`config.mk`:
```
export PLATFORM = sky130hd
export DESIGN_NAME = vga_timing_sequencer
export DESIGN_NICKNAME = d
export VERILOG_FILES = /design/src/rtl/vga_timing_sequencer.sv
export SDC_FILE = /design/constraint.sdc
export NUM_CORES = 1
export LEC_CHECK = 0
export ABC_AREA = 1
export BUFFER_PORTS_ARGS = -buffer_cell sky130_fd_sc_hd__clkbuf_2
export CAP_MARGIN = 10
export CORE_ASPECT_RATIO = 0.7
export CORE_MARGIN = 1.5
export CORE_UTILIZATION = 30
export DETAILED_ROUTE_END_ITERATION = 12
export PLACE_DENSITY = 0.53
export SLEW_MARGIN = 0
export SYNTH_ARGS = -nofsm -noshare
export SYNTH_HDL_FRONTEND = slang
export SYNTH_SLANG_ARGS = --single-unit
```
`constraint.sdc`:
```
create_clock -name control_clock -period 12.35 [get_ports control_clock]
set_clock_uncertainty 0.1 [all_clocks]
set_input_delay 2.47 -clock control_clock [delete_from_list [all_inputs] [get_ports control_clock]]
set_output_delay 2.47 -clock control_clock [all_outputs]
set_load 0.01 [all_outputs]
```
`src/rtl/vga_timing_sequencer.sv`:
```
// ----------------------------------------------------------------------------
// vga_timing_sequencer
//
// Run-time configurable VGA timing controller. Holds the active horizontal and
// vertical timing set, produces sync / blanking / pixel-position outputs, and
// accepts a replacement timing set through a small write + commit port. A
// validated replacement set only takes effect on a frame boundary (or when
// the generator is stopped), so the display never sees a torn frame.
//
// Ports:
//   control_clock      pixel clock, all logic on its rising edge
//   control_reset_n    asynchronous active-low reset
//   run_enable         1 = generate timing, 0 = stopped (counters held at 0)
//   cfg_valid/ready    shadow-set field write handshake
//   cfg_addr           field select (0..3 = H act/fp/sync/bp, 4..7 = V ...)
//   cfg_data           field value
//   cfg_commit         one-cycle request to apply the shadow set
//   cfg_error          one-cycle pulse when a commit fails validation
//   update_pending     a validated set is waiting for the frame boundary
//   counter_out_hsync  current x position
//   counter_out_vsync  current y position
//   h_sync, v_sync     sync outputs (level H_POL / V_POL while asserted)
//   display_enable     high inside the active picture region
//   frame_start        one-cycle pulse when the position is (0,0)
// ----------------------------------------------------------------------------
module vga_timing_sequencer #(
    parameter int COUNTER_SIZE = 11,
    parameter int H_ACTIVE_DEF = 1024,
    parameter int H_FP_DEF     = 24,
    parameter int H_SYNC_DEF   = 136,
    parameter int H_BP_DEF     = 184,
    parameter int V_ACTIVE_DEF = 768,
    parameter int V_FP_DEF     = 3,
    parameter int V_SYNC_DEF   = 6,
    parameter int V_BP_DEF     = 29,
    parameter bit H_POL        = 1'b0,
    parameter bit V_POL        = 1'b0
) (
    input  logic                    control_clock,
    input  logic                    control_reset_n,
    input  logic                    run_enable,
    input  logic                    cfg_valid,
    output logic                    cfg_ready,
    input  logic [2:0]              cfg_addr,
    input  logic [COUNTER_SIZE-1:0] cfg_data,
    input  logic                    cfg_commit,
    output logic                    cfg_error,
    output logic                    update_pending,
    output logic [COUNTER_SIZE-1:0] counter_out_hsync,
    output logic [COUNTER_SIZE-1:0] counter_out_vsync,
    output logic                    h_sync,
    output logic                    v_sync,
    output logic                    display_enable,
    output logic                    frame_start
);

    // Field positions inside a timing set; identical to the cfg_addr encoding.
    localparam int F_H_ACTIVE = 0;
    localparam int F_H_FP     = 1;
    localparam int F_H_SYNC   = 2;
    localparam int F_H_BP     = 3;
    localparam int F_V_ACTIVE = 4;
    localparam int F_V_FP     = 5;
    localparam int F_V_SYNC   = 6;
    localparam int F_V_BP     = 7;

    // Totals are carried two bits wider than a field so that an oversized
    // set is detected instead of silently wrapping.
    localparam logic [COUNTER_SIZE+1:0] MAX_TOTAL = {2'b00, {COUNTER_SIZE{1'b1}}};
    localparam logic [COUNTER_SIZE+1:0] TOTAL_ONE = {{(COUNTER_SIZE+1){1'b0}}, 1'b1};

    localparam logic [7:0][COUNTER_SIZE-1:0] DEF_SET = {
        COUNTER_SIZE'(V_BP_DEF),
        COUNTER_SIZE'(V_SYNC_DEF),
        COUNTER_SIZE'(V_FP_DEF),
        COUNTER_SIZE'(V_ACTIVE_DEF),
        COUNTER_SIZE'(H_BP_DEF),
        COUNTER_SIZE'(H_SYNC_DEF),
        COUNTER_SIZE'(H_FP_DEF),
        COUNTER_SIZE'(H_ACTIVE_DEF)
    };

    typedef enum logic [1:0] {
        ST_STOPPED = 2'd0,
        ST_RUNNING = 2'd1,
        ST_PENDING = 2'd2
    } state_t;

    function automatic logic [COUNTER_SIZE+1:0] sumFields(
        input logic [COUNTER_SIZE-1:0] a,
        input logic [COUNTER_SIZE-1:0] b,
        input logic [COUNTER_SIZE-1:0] c,
        input logic [COUNTER_SIZE-1:0] d
    );
        return {2'b00, a} + {2'b00, b} + {2'b00, c} + {2'b00, d};
    endfunction

    state_t                         r_state;
    logic [7:0][COUNTER_SIZE-1:0]   r_active;
    logic [7:0][COUNTER_SIZE-1:0]   r_shadow;
    logic [COUNTER_SIZE-1:0]        r_xCount;
    logic [COUNTER_SIZE-1:0]        r_yCount;
    logic                           r_hSync;
    logic                           r_vSync;
    logic                           r_displayEnable;
    logic                           r_frameStart;
    logic                           r_cfgError;
    logic                           r_pending;
    logic                           r_cfgReady;

    state_t                         w_stateNext;
    logic [7:0][COUNTER_SIZE-1:0]   w_activeNext;
    logic [7:0][COUNTER_SIZE-1:0]   w_shadowWr;
    logic [COUNTER_SIZE-1:0]        w_xNext;
    logic [COUNTER_SIZE-1:0]        w_yNext;
    logic [COUNTER_SIZE-1:0]        w_xAdv;
    logic [COUNTER_SIZE-1:0]        w_yAdv;
    logic                           w_allNonZero;
    logic                           w_setValid;
    logic                           w_commitSeen;
    logic                           w_commitOk;
    logic                           w_commitBad;
    logic                           w_lineEnd;
    logic                           w_frameEnd;
    logic [COUNTER_SIZE+1:0]        w_shadowHt;
    logic [COUNTER_SIZE+1:0]        w_shadowVt;
    logic [COUNTER_SIZE+1:0]        w_activeHt;
    logic [COUNTER_SIZE+1:0]        w_activeVt;
    logic                           w_runNext;
    logic [COUNTER_SIZE+1:0]        w_xWide;
    logic [COUNTER_SIZE+1:0]        w_yWide;
    logic [COUNTER_SIZE+1:0]        w_hsStart;
    logic [COUNTER_SIZE+1:0]        w_hsEnd;
    logic [COUNTER_SIZE+1:0]        w_vsStart;
    logic [COUNTER_SIZE+1:0]        w_vsEnd;
    logic                           w_hsOn;
    logic                           w_vsOn;
    logic                           w_deNext;
    logic                           w_fsNext;

    // A write offered in the same cycle as a commit lands first, so the
    // validated (and possibly applied) set is the shadow with the write merged.
    always_comb begin
        w_shadowWr = r_shadow;
        if (cfg_valid && r_cfgReady) begin
            w_shadowWr[cfg_addr] = cfg_data;
        end
    end

    always_comb begin
        w_allNonZero = 1'b1;
        for (int i = 0; i < 8; i++) begin
            if (w_shadowWr[i] == '0) begin
                w_allNonZero = 1'b0;
            end
        end
    end

    assign w_shadowHt = sumFields(w_shadowWr[F_H_ACTIVE], w_shadowWr[F_H_FP],
                                  w_shadowWr[F_H_SYNC], w_shadowWr[F_H_BP]);
    assign w_shadowVt = sumFields(w_shadowWr[F_V_ACTIVE], w_shadowWr[F_V_FP],
                                  w_shadowWr[F_V_SYNC], w_shadowWr[F_V_BP]);
    assign w_setValid = w_allNonZero && (w_shadowHt <= MAX_TOTAL) && (w_shadowVt <= MAX_TOTAL);

    // Commits that arrive while a set is already pending are dropped silently.
    assign w_commitSeen = cfg_commit && (r_state != ST_PENDING);
    assign w_commitOk   = w_commitSeen && w_setValid;
    assign w_commitBad  = w_commitSeen && !w_setValid;

    // Wrap points are judged against the set currently in force.
    assign w_activeHt = sumFields(r_active[F_H_ACTIVE], r_active[F_H_FP],
                                  r_active[F_H_SYNC], r_active[F_H_BP]);
    assign w_activeVt = sumFields(r_active[F_V_ACTIVE], r_active[F_V_FP],
                                  r_active[F_V_SYNC], r_active[F_V_BP]);
    assign w_lineEnd  = ({2'b00, r_xCount} == (w_activeHt - TOTAL_ONE));
    assign w_frameEnd = w_lineEnd && ({2'b00, r_yCount} == (w_activeVt - TOTAL_ONE));

    always_comb begin
        if (w_lineEnd) begin
            w_xAdv = '0;
            w_yAdv = w_frameEnd ? '0 : (r_yCount + COUNTER_SIZE'(1));
        end else begin
            w_xAdv = r_xCount + COUNTER_SIZE'(1);
            w_yAdv = r_yCount;
        end
    end

    // Stopping always flushes a pending set into the active set, so the next
    // start uses it; a valid commit that coincides with the stop is honoured too.
    always_comb begin
        w_stateNext  = r_state;
        w_activeNext = r_active;
        w_xNext      = r_xCount;
        w_yNext      = r_yCount;
        case (r_state)
            ST_STOPPED: begin
                w_xNext = '0;
                w_yNext = '0;
                if (w_commitOk) begin
                    w_activeNext = w_shadowWr;
                end
                if (run_enable) begin
                    w_stateNext = ST_RUNNING;
                end
            end
            ST_RUNNING: begin
                if (!run_enable) begin
                    w_stateNext = ST_STOPPED;
                    w_xNext     = '0;
                    w_yNext     = '0;
                    if (w_commitOk) begin
                        w_activeNext = w_shadowWr;
                    end
                end else begin
                    w_xNext = w_xAdv;
                    w_yNext = w_yAdv;
                    if (w_commitOk) begin
                        w_stateNext = ST_PENDING;
                    end
                end
            end
            ST_PENDING: begin
                if (!run_enable) begin
                    w_stateNext  = ST_STOPPED;
                    w_xNext      = '0;
                    w_yNext      = '0;
                    w_activeNext = r_shadow;
                end else begin
                    w_xNext = w_xAdv;
                    w_yNext = w_yAdv;
                    if (w_frameEnd) begin
                        w_activeNext = r_shadow;
                        w_stateNext  = ST_RUNNING;
                    end
                end
            end
            default: begin
                w_stateNext = ST_STOPPED;
                w_xNext     = '0;
                w_yNext     = '0;
            end
        endcase
    end

    // Output decode works on the next position and next active set so that
    // the registered outputs line up with the counter values they describe.
    assign w_runNext = (w_stateNext != ST_STOPPED);
    assign w_xWide   = {2'b00, w_xNext};
    assign w_yWide   = {2'b00, w_yNext};
    assign w_hsStart = {2'b00, w_activeNext[F_H_ACTIVE]} + {2'b00, w_activeNext[F_H_FP]};
    assign w_hsEnd   = w_hsStart + {2'b00, w_activeNext[F_H_SYNC]};
    assign w_vsStart = {2'b00, w_activeNext[F_V_ACTIVE]} + {2'b00, w_activeNext[F_V_FP]};
    assign w_vsEnd   = w_vsStart + {2'b00, w_activeNext[F_V_SYNC]};
    assign w_hsOn    = w_runNext && (w_xWide >= w_hsStart) && (w_xWide < w_hsEnd);
    assign w_vsOn    = w_runNext && (w_yWide >= w_vsStart) && (w_yWide < w_vsEnd);
    assign w_deNext  = w_runNext && (w_xNext < w_activeNext[F_H_ACTIVE])
                                 && (w_yNext < w_activeNext[F_V_ACTIVE]);
    assign w_fsNext  = w_runNext && (w_xNext == '0) && (w_yNext == '0);

    always_ff @(posedge control_clock or negedge control_reset_n) begin
        if (!control_reset_n) begin
            r_state         <= ST_STOPPED;
            r_active        <= DEF_SET;
            r_shadow        <= DEF_SET;
            r_xCount        <= '0;
            r_yCount        <= '0;
            r_hSync         <= ~H_POL;
            r_vSync         <= ~V_POL;
            r_displayEnable <= 1'b0;
            r_frameStart    <= 1'b0;
            r_cfgError      <= 1'b0;
            r_pending       <= 1'b0;
            r_cfgReady      <= 1'b1;
        end else begin
            r_state         <= w_stateNext;
            r_active        <= w_activeNext;
            r_shadow        <= w_shadowWr;
            r_xCount        <= w_xNext;
            r_yCount        <= w_yNext;
            r_hSync         <= w_hsOn ? H_POL : ~H_POL;
            r_vSync         <= w_vsOn ? V_POL : ~V_POL;
            r_displayEnable <= w_deNext;
            r_frameStart    <= w_fsNext;
            r_cfgError      <= w_commitBad;
            r_pending       <= (w_stateNext == ST_PENDING);
            r_cfgReady      <= (w_stateNext != ST_PENDING);
        end
    end

    assign cfg_ready         = r_cfgReady;
    assign cfg_error         = r_cfgError;
    assign update_pending    = r_pending;
    assign counter_out_hsync = r_xCount;
    assign counter_out_vsync = r_yCount;
    assign h_sync            = r_hSync;
    assign v_sync            = r_vSync;
    assign display_enable    = r_displayEnable;
    assign frame_start       = r_frameStart;

endmodule

```
# --- After elaboration in Yosys (flattened, before gate mapping) ---
# Index checks and enable logic that the tools add are counted.
word_totals:
  in_bits: 19
  wordCells: 129
  register_bits: 207
  out_inout_bits: 29
classes:
  mux: 32
  magnitude_cmp: 10
  n_eq_ne: 9
  reduce_logical: 32
  n_addsub: 20
ops:
  columns: ["op", "count"]
  rows:
  - ["88-bit two-way mux", 5]
  - ["88-bit case mux with 3 select lines", 1]
  - ["11-bit zero test", 10]
  - ["88-bit bitwise mux", 1]
  - ["11-bit two-way mux", 8]
  - ["12-bit by 11-bit adder with 13-bit output", 6]
  - ["11-bit by 11-bit adder with 12-bit output", 6]
  - ["13-bit by 11-bit adder with 13-bit output", 4]
  - ["11-bit demux with 3-bit select", 1]
  - ["11-bit by 13-bit == test with 1-bit output", 2]
  - ["13-bit by 11-bit <= comparator with 1-bit output, second input constant", 2]
  - ["11-bit by 13-bit less-than comparator with 1-bit output", 2]
  - ["13-bit by 1-bit subtractor with 13-bit output, second input constant", 2]
  - ["11-bit by 12-bit >= comparator with 1-bit output", 2]
  - ["11-bit by 1-bit adder with 11-bit output, second input constant", 2]
  - ["11-bit less-than comparator", 2]
  - ["1-bit logical AND", 16]
  - ["1-bit two-way mux", 10]
  - ["2-bit two-way mux", 5]
  - ["2-bit != test, second input constant", 3]
  - ["2-bit case mux with 3 select lines", 1]
  - ["2-bit == test, second input constant", 2]
  - ["3-bit by 4-bit less-than comparator with 1-bit output, second input constant", 1]
  - ["3-bit by 1-bit >= comparator with 1-bit output, second input constant", 1]
  - ["other kinds (8)", 8]

# --- Depth between registers and ports, before layout ---
# Gate-level depths: netlist of the first run.
depth:
  ltp_word: 26
  depth_mapped: 55
  depth_no_buf: 55

# --- Worst setup path after synthesis of the first run ---
# Ideal clock, no wire load.
synth_timing:
  path_type: "in2reg"
  start: "input port cfg_valid"
  end: "register r_hSync (netlist: h_sync)"
  setup_time_ps: 79
  t_required_ps: 12171
  t_arrival_ps: 9377
  path_buffers: 4
  path_slack_ps: 2793
  path_stages: 50
  path_cell_list: "nand2_2 nor2_4 buf_6 buf_2 nand3_1 nand2_1 inv_1 fa_1 inv_1 fa_1 inv_1 ha_1 a21o_1 a21oi_1 o21ai_0 nor2_1 nand2_1 nor2_1 (+14 left out) inv_1 ha_1 nand2_1 o21ai_0 a21oi_1 o21bai_1 a21oi_1 o21ai_0 xnor2_1 ha_1 nand2_1 nor2_1 a211oi_1 o21ai_0 nand3_1 nand2_1 a21oi_1 nand2_1"
synth_lines:
  columns: ["item", "line", "source"]
  rows:
  - ["start, declared", "42", "input logic cfg_valid,"]
  - ["end signal, assigned", "267", "r_hSync <= ~H_POL;"]
  - ["end signal, assigned", "280", "r_hSync <= w_hsOn ? H_POL : ~H_POL;"]
  - ["end, declared", "103", "logic r_hSync;"]

==> flow_metrics.env, run 1 <==
export IMPL_critPathLaunchType="input port"
export IMPL_rsz0062_at_grt="false"
export IMPL_wl_per_cell_um=19.2
export IMPL_crit_path_end_kind="register"
export IMPL_antenna_found_initial=0
export IMPL_grt_pass1_vias=16865
export IMPL_area_growth_pct=9.82
export IMPL_htreeDepth=1
export IMPL_die_x_um=311
export IMPL_hp_class="register to register"
export IMPL_final_hold_violation_count=0
export IMPL_setup_tns_ps=0
export IMPL_grt_max_degree=86
export IMPL_yosys_most_used_dff="dfrtp_1"
export IMPL_finalMaxSlewViolations=0
export IMPL_drc=0
export IMPL_numPortBuffers=47
export IMPL_die_h_um=219
export IMPL_cp_slowest_stage_delay_ps=560
export IMPL_synth_edff_count=0
export IMPL_synthArstFlopShare=1.00
export IMPL_synth_seq_cells=207
export IMPL_gp_congestion=0.910
export IMPL_drt_pass1_iter_count=6
export IMPL_dp_hpwl_um=55500
export IMPL_min_period_over_period=0.872
export IMPL_yosys_warnings=0
export IMPL_synth_top_area_share=0.208
export IMPL_required_ps=12740
export IMPL_cts_setup_buffers=0
export IMPL_synth_commonest_cells="inv_1, nand2_1, o21ai_0"
export IMPL_critPathSlowestCell="fa_1"
export IMPL_clockRootBuffer="clkbuf_16"
export IMPL_cap_violations=0
export IMPL_cts_buffers=25
export IMPL_rows=78
export IMPL_ioPinCount=48
export IMPL_grt_usage=0.207
export IMPL_finalSetupViolCount=0
export IMPL_regArea_sq_um=5230
export IMPL_cts_buffer_depth=3
export IMPL_drt_wl_total_um=70200
export IMPL_worstSetupPathType="input port to register"
export IMPL_seq_area_frac_synth=0.262
export IMPL_synth_area_leaders="dfrtp_1, ha_1, inv_1"
export IMPL_avgSynthCellArea_sq_um=7.26
export IMPL_fmax_mhz=92.9
export IMPL_syn_inst=2748
export IMPL_slew_headroom=0.354
export IMPL_syn_num_nets=3038
export IMPL_synth_distinct_cells=53
export IMPL_cts_tree="built"
export IMPL_drive_above_1_share=0.0906
export IMPL_viasPerCell=4.94
export IMPL_clk_insertion_delay_late_ps=560
export IMPL_critPathArrivalTime_ps=11160
export IMPL_tightest_slew_ps=959
export IMPL_post_synth_top_count_cell="inv_1"
export IMPL_overflow=0
export IMPL_grt_pass1_wl_um=107000
export IMPL_cts_sinks=207
export IMPL_synth_area_sq_um=19900
export IMPL_core_area_sq_um=65300
export IMPL_synth_top_area_cell="dfrtp_1"
export IMPL_cts_resized=0
export IMPL_multi_input_area_sq_um=12100
export IMPL_crit_top_cell="nand2_1"
export IMPL_die_area_sq_um=68100
export IMPL_fill_cells=7064
export IMPL_postCtsHoldBufs=0
export IMPL_path_clk_slew_ps=70
export IMPL_status="completed"
export IMPL_drt_iter0_markers=1865
export IMPL_ant_nets=0
export IMPL_layout_nets=3054
export IMPL_vias=18080
export IMPL_start_util=0.306
export IMPL_fin_crit_ps=10770
export IMPL_crit_fanout=34
==> worst paths after layout <==
path | cells past startpoint | startpoint | slack [ps] | to
min reg2reg | 2 | r_active[81] | 420 | r_active[81]
min | 2 | r_active[81] | 420 | r_active[81]
max | 46 | cfg_valid | 1580 | h_sync
min in group asynchronous | 1 | control_reset_n | 1820 | r_active[78]
max reg2reg | 51 | r_active[56] | 2900 | h_sync
max in group asynchronous | 2 | control_reset_n | 8890 | r_active[7]
==> critical path: cells and delay by family <==
kind / cells / cell delay, ps
XOR/XNOR: 2 / 380
adder cells (fa/ha/maj): 6 / 2320
AND/OR/NAND/NOR: 18 / 2690
buffers and inverters: 7 / 590
AO/OA/AOI/OAI: 13 / 2660
==> routing by layer <==
layer  part of all wire  wire length (um)  track usage  up-vias
li1                   -                 -            -     8890
met1               0.52             36900        0.335     8453
met2               0.35             24700        0.256      684
met3               0.11              7710       0.0710       53
met4              0.014               980       0.0299        0
met5                  0                 0            0        -
==> kinds of logic (layout without fill, tap and decap cells) <==
group,after synthesis,in the layout,synth area share
simple gates,983,983,0.218
buf+inv,683,716,0.132
compound gates,549,549,0.161
fa+ha+maj,271,271,0.202
flops,207,207,0.262
xor+xnor,55,55,0.0257
other cells,0,1,0
==> flip-flops by register name (all words and copies together) (netlist names) <==
signal             cells
cfg_error              1
cfg_ready              1
counter_out_hsync     11
counter_out_vsync     11
display_enable         1
frame_start            1
h_sync                 1
r_active              88
r_shadow              88
r_state                2
update_pending         1
v_sync                 1
==> cell usage in the layout (no fill, tap or decap), types with 29 or more instances in the layout <==
master and instances:
nand4_1 42, o21ai_0 201, fa_1 85, nand3_1 151
dfstp_2 41, inv_1 573, nand2_1 572, o211ai_1 49
o2111ai_1 29, clkbuf_2 46, o21ai_1 35, a21oi_1 158
dfrtp_1 166, nor2_1 112, xor2_1 36, ha_1 186
==> area by class of cell <==
type,instances,area share
multi-input cells,1858,0.552
flip-flops and latches,207,0.239
inverters,599,0.103
well taps,880,0.0503
clock buffers,35,0.0321
repair buffers,73,0.0207
clock inverters,9,0.00348
diodes,1,0.000114
==> through the flow <==
| step | cells | area, sq um | hold slack, ps | utilization | setup WS [ps] |
|---|---|---|---|---|---|
| final | 3662 | 21900 | 420 | 0.336 | 1580 |
| after global placement | 3617 | 21100 | 406 | 0.324 | 1300 |
| after detailed placement | 3617 | 21100 | 410 | 0.324 | 1160 |
| after floorplan | 2748 | 19900 | 365 | - | 2790 |
| after global routing | 3661 | 21900 | 449 | 0.335 | 809 |
| after CTS | 3661 | 21900 | 427 | 0.335 | 1700 |
Power of run 1 is left out: the tool's default activity adds up to more than one toggle a clock period on the data nets, which glitch-free logic cannot reach.
==> run 2, diff against run 1 <==
--- a/config.mk
+++ b/config.mk
@@ -8,12 +8,14 @@
 export ABC_AREA = 1
 export BUFFER_PORTS_ARGS = -buffer_cell sky130_fd_sc_hd__clkbuf_2
 export CAP_MARGIN = 10
+export CELL_PAD_IN_SITES_DETAIL_PLACEMENT = 0
+export CELL_PAD_IN_SITES_GLOBAL_PLACEMENT = 1
 export CORE_ASPECT_RATIO = 0.7
 export CORE_MARGIN = 1.5
 export CORE_UTILIZATION = 30
 export DETAILED_ROUTE_END_ITERATION = 12
-export PLACE_DENSITY = 0.53
-export SLEW_MARGIN = 0
+export PLACE_DENSITY = 0.65
+export SETUP_SLACK_MARGIN = 0.15
 export SYNTH_ARGS = -nofsm -noshare
 export SYNTH_HDL_FRONTEND = slang
 export SYNTH_SLANG_ARGS = --single-unit
==> run 2 against run 1 <==
Compared with the run above:
- first-iteration DRC count increased by 0.27%
- worst setup slack got worse by 96 ps
- routed wire length increased by 7.9%
- die area did not move
- hold slack worse by 1.9 ps
- clock-buffer cell count decreased by 2
- final cell count increased by 0.14%
- critical endpoint is now v_sync
==> flow_metrics.env, run 2 (synthesis results as in run 1) <==
export IMPL_status="completed"
export IMPL_use_met3=0.0794
export IMPL_reg_top3="r_active: 88 flops, r_shadow: 88 flops"
export IMPL_rsz0062_at_grt="false"
export IMPL_final_util=0.337
export IMPL_die_x_um=311
export IMPL_busiest_layer="met1"
export IMPL_crit_path_end_kind="register"
export IMPL_crit_fanout=25
export IMPL_worst_slack_ps=1490
export IMPL_cts_buffers=27
export IMPL_cts_sinks=207
export IMPL_cts_setup_buffers=0
export IMPL_grt_usage=0.222
export IMPL_rows=78
export IMPL_die_area_sq_um=68100
export IMPL_fin_crit_ps=10860
export IMPL_hp_class="register to register"
export IMPL_vias=18441
export IMPL_fin_area_sq_um=22000
export IMPL_cts_tree="built"
export IMPL_timing_rr_start="r_active[56]"
export IMPL_finalSetupViolCount=0
export IMPL_min_period_over_period=0.880
export IMPL_antenna_found_initial=3
export IMPL_viasPerCell=5.03
export IMPL_crit_family="simple AND/OR/NAND/NOR gates"
export IMPL_ant_nets=0
export IMPL_drt_iter0_markers=1870
export IMPL_hp_start="r_active[11]"
export IMPL_ioPinCount=48
export IMPL_layout_nets=3055
export IMPL_fill_cells=7039
export IMPL_path_clk_slew_ps=60
export IMPL_drt_wl_total_um=75800
export IMPL_use_met2=0.274
export IMPL_drive_above_1_share=0.0940
export IMPL_timing_critical_path_buf_inv=9
export IMPL_setup_tns_ps=0
export IMPL_cts_buffer_depth=3
export IMPL_htreeDepth=1
export IMPL_finalMaxSlewViolations=0
export IMPL_crit_start="cfg_valid"
export IMPL_wl_per_cell_um=20.7
export IMPL_drc=0
export IMPL_critPathArrivalTime_ps=11290
export IMPL_final_cell_mix="inv_1, nand2_1, o21ai_0"
export IMPL_dp_hpwl_um=60100
export IMPL_worstSetupPathType="input port to register"
export IMPL_drt_pass1_iter_count=6
export IMPL_grt_max_degree=91
export IMPL_die_h_um=219
export IMPL_numPortBuffers=47
export IMPL_cap_violations=0
export IMPL_tightest_slew_ps=951
export IMPL_core_area_sq_um=65300
export IMPL_start_util=0.306
export IMPL_grt_pass1_vias=17651
export IMPL_slew_headroom=0.359
export IMPL_required_ps=12780
export IMPL_postCtsHoldBufs=0
export IMPL_final_hold_violation_count=0
export IMPL_layout_commonest_cell="inv_1"
export IMPL_post_dp_cell_area_sq_um=21100
export IMPL_critPathLaunchType="input port"
export IMPL_use_met1=0.358
export IMPL_cts_resized=0
export IMPL_gp_congestion=0.924
export IMPL_clk_insertion_delay_late_ps=580
export IMPL_fmax_mhz=92.1
export IMPL_clockRootBuffer="clkbuf_16"
export IMPL_area_growth_pct=10.5
export IMPL_grt_pass1_wl_um=114000
export IMPL_dp_slack_ps=1080
export IMPL_cp_slowest_stage_delay_ps=540
export IMPL_overflow=0
export IMPL_critPathSlowestCell="nor2_4"
-- run 2: cell types whose count changed in the layout (fill, tap and decap cells not counted) --
| cell | delta |
|---|---|
| inv_6 | +1 |
| bufinv_16 | +2 |
| inv_2 | +1 |
| inv_8 | +1 |
| clkinv_4 | +1 |
| clkinvlp_4 | +3 |
| clkbuf_16 | +2 |
| clkbuf_1 | -4 |
| buf_12 | -1 |
| clkinv_1 | -1 |
-- run 2: worst paths after layout --
check                               end  slack [ps]  depth (start not counted)
max                              v_sync        1490                         49
min                        r_active[11]         420                          2
max reg2reg                      h_sync        2740                         47
min reg2reg                r_active[11]         420                          2
max in group asynchronous   r_shadow[8]        9020                          2
min in group asynchronous  r_active[83]        1770                          1
-- run 2: layout make-up --
class                           instances  area (sq um)  area share
Antenna cell                            1          2.50    0.000114
Clock inverter                         17           188     0.00852
Tap cell                              880          1100      0.0500
Clock buffer                           33           738      0.0335
Inverter                              599          2250       0.102
Multi-Input combinational cell       1858         12100       0.549
Timing Repair Buffer                   72           433      0.0196
Sequential cell                       207          5230       0.237
-- run 2: worst reg2reg max path, delay by kind of cell, from the launching register on --
family | cells | cell delay (ps)
xor+xnor | 3 | 400
buf+inv | 8 | 1170
compound gates | 10 | 1680
flops | 1 | 510
simple gates | 18 | 2450
fa+ha+maj | 8 | 3250
-- run 2: metal layers --
metal / share of wire / vias up
li1: - / 8892
met1: 0.53 / 8880
met2: 0.35 / 624
met3: 0.11 / 45
met4: 0.011 / 0
met5: 0 / -
-- run 2: through the flow --
step	std cells	hold slack, ps
2_1_floorplan	2748	365
4_1_cts	3666	416
6_report	3667	418
3_5_place_dp	3616	400
5_1_grt	3666	450
3_3_place_gp	3616	400
Power of run 2 is left out for the same reason.
==> run 3, diff against run 2 <==
==> config.mk (replaced) <==
export PLATFORM = sky130hd
export DESIGN_NAME = vga_timing_sequencer
export DESIGN_NICKNAME = d
export VERILOG_FILES = /design/src/rtl/vga_timing_sequencer.sv
export SDC_FILE = /design/constraint.sdc
export NUM_CORES = 1
export LEC_CHECK = 0
export CAP_MARGIN = 10
export CELL_PAD_IN_SITES_DETAIL_PLACEMENT = 0
export CELL_PAD_IN_SITES_GLOBAL_PLACEMENT = 1
export CORE_ASPECT_RATIO = 0.7
export CORE_MARGIN = 1.5
export CORE_UTILIZATION = 40
export DETAILED_ROUTE_END_ITERATION = 12
export DONT_BUFFER_PORTS = 1
export PLACE_DENSITY = 0.75
export SETUP_SLACK_MARGIN = 0.15
export SYNTH_ARGS = -nofsm -noshare
export SYNTH_HDL_FRONTEND = slang
export SYNTH_SLANG_ARGS = --single-unit
==> run 3 against run 2 <==
Compared with the run above:
- sequential share of layout area increased by 2.8 points
- die area is 31% lower
- critical path depth shrank 7
- register-to-register slack got worse by 710 ps
- routed wire length down 22%
- clock-buffer cell count up 3
==> flow_metrics.env, run 3 <==
export IMPL_drt_iter0_markers=1262
export IMPL_syn_inst=1983
export IMPL_critPathSlowestCell="or3_1"
export IMPL_grt_usage=0.255
export IMPL_clockRootBuffer="clkbuf_16"
export IMPL_post_dp_cell_area_sq_um=18900
export IMPL_viasPerCell=5.71
export IMPL_muxShareOfSynthArea=0.0716
export IMPL_dp_slack_ps=604
export IMPL_regArea_sq_um=5230
export IMPL_rows=65
export IMPL_dp_hpwl_um=46100
export IMPL_antenna_found_initial=0
export IMPL_required_ps=12660
export IMPL_cap_violations=0
export IMPL_cts_buffer_depth=3
export IMPL_avgSynthCellArea_sq_um=9.17
export IMPL_post_place_cells=2540
export IMPL_synth_commonest_cells="inv_1, ha_1, dfrtp_1"
export IMPL_multi_input_area_sq_um=11700
export IMPL_die_x_um=258
export IMPL_worst_slack_ps=893
export IMPL_n_antenna_cell=0
export IMPL_post_synth_top_count_cell="inv_1"
export IMPL_synthArstFlopShare=1.00
export IMPL_synth_fa_ha_area_frac=0.222
export IMPL_fmax_mhz=87.3
export IMPL_cts_buffers=24
export IMPL_hp_class="register to register"
export IMPL_crit_top_cell="a21oi_1"
export IMPL_critPathLaunchType="input port"
export IMPL_fin_area_sq_um=19700
export IMPL_min_period_over_period=0.928
export IMPL_postCtsHoldBufs=0
export IMPL_final_cell_mix="inv_1, ha_1, dfrtp_1"
export IMPL_layout_commonest_cell="inv_1"
export IMPL_final_hold_violation_count=0
export IMPL_yosys_warnings=0
export IMPL_finalSetupViolCount=0
export IMPL_use_met2=0.317
export IMPL_drt_wl_total_um=59300
export IMPL_synth_top_family_by_area="adder cells"
export IMPL_yosys_most_used_dff="dfrtp_1"
export IMPL_cts_resized=0
export IMPL_grt_pass1_wl_um=90400
export IMPL_die_area_sq_um=46800
export IMPL_drt_pass1_iter_count=5
export IMPL_path_clk_slew_ps=70
export IMPL_drc=0
export IMPL_synth_area_sq_um=18200
export IMPL_rsz0062_at_grt="false"
export IMPL_use_met3=0.102
export IMPL_stdcell_count=2581
export IMPL_grt_pass1_vias=14390
export IMPL_cts_setup_buffers=0
export IMPL_crit_fanout=19
export IMPL_cts_sinks=207
export IMPL_fin_crit_ps=11460
export IMPL_synth_top_area_cell="dfrtp_1"
export IMPL_die_h_um=181
export IMPL_synth_seq_cells=207
export IMPL_overflow=0
export IMPL_drive_above_1_share=0.115
export IMPL_synth_compound_area_share=0.180
export IMPL_synth_distinct_cells=87
export IMPL_synth_area_leaders="dfrtp_1, ha_1, fa_1"
export IMPL_critPathArrivalTime_ps=11760
export IMPL_setup_tns_ps=0
export IMPL_grt_max_degree=208
export IMPL_crit_family="compound AO/OA/AOI/OAI gates"
export IMPL_numPortBuffers=0
export IMPL_synth_edff_count=0
export IMPL_status="completed"
export IMPL_gp_congestion=0.920
export IMPL_crit_path_end_kind="register"
export IMPL_start_util=0.404
export IMPL_ant_nets=0
export IMPL_finalMaxSlewViolations=0
export IMPL_use_met1=0.403
export IMPL_synth_xor_area_share=0.0404
export IMPL_fill_cells=4340
export IMPL_tightest_slew_ps=987
export IMPL_reg2reg_slack_ps=2030
export IMPL_htreeDepth=1
export IMPL_slew_headroom=0.332
export IMPL_timing_critical_path_buf_inv=5
export IMPL_layout_nets=2253
export IMPL_area_growth_pct=8.17
export IMPL_wl_per_cell_um=23.0
export IMPL_yosys_area_share_simple=0.125
export IMPL_cts_tree="built"
export IMPL_cp_slowest_stage_delay_ps=660
export IMPL_busiest_layer="met1"
export IMPL_reg_top3="r_active: 88 flops, r_shadow: 88 flops"
export IMPL_worstSetupPathType="input port to register"
export IMPL_clk_insertion_delay_late_ps=540
export IMPL_synth_top_area_share=0.228
export IMPL_vias=14731
export IMPL_core_area_sq_um=45000
export IMPL_syn_num_nets=2273
export IMPL_seq_area_frac_synth=0.288
export IMPL_ioPinCount=48
==> run 3: changes by cell type in the layout (fill, tap and decap cells not counted), moves of 46 or more <==
cell / change
nand2_1: -423
o21ai_0: -61
nand3_1: -122
inv_1: -302
mux2i_1: +57
clkbuf_2: -46
a21oi_1: -64
mux2_2: +64
==> run 3: routing by layer <==
| metal | wire length, um | up-vias | share of wire |
|---|---|---|---|
| met5 | 0 | - | 0 |
| met4 | 1040 | 0 | 0.018 |
| met3 | 7430 | 64 | 0.13 |
| met2 | 21200 | 637 | 0.36 |
| met1 | 29600 | 7189 | 0.50 |
| li1 | - | 6841 | - |
==> run 3: cell families after synthesis <==
logic type,Yosys count
AOI/OAI and AO/OA,482
xor gates and xnor gates,84
adders and majority gates,272
buffers and inverters,349
DFF,207
muxes,122
and+or+nand+nor,467
==> run 3: cell type report <==
type,count,share of cell area
Inverter,271,0.0517
Sequential cell,207,0.266
Clock inverter,5,0.00267
Tap cell,603,0.0383
Timing Repair Buffer,32,0.0122
Clock buffer,36,0.0359
Multi-Input combinational cell,1427,0.593
==> run 3: final timing paths <==
check | from | endpoint | cells past startpoint
worst min register to register | r_active[78] | r_active[78] | 1
worst max-delay path | cfg_addr[2] | h_sync | 42
max in group asynchronous | control_reset_n | cfg_error | 0
worst min-delay path | r_active[78] | r_active[78] | 1
min in group asynchronous | control_reset_n | r_active[35] | 0
worst max register to register | cfg_ready | h_sync | 42
==> run 3: through the flow <==
step / hold slack (ps) / utilization
4_1_cts: 429 / 0.438
3_5_place_dp: 409 / 0.421
6_report: 432 / 0.438
5_1_grt: 456 / 0.438
2_1_floorplan: 373 / -
3_3_place_gp: 396 / 0.421
Power of run 3 is left out for the same reason.
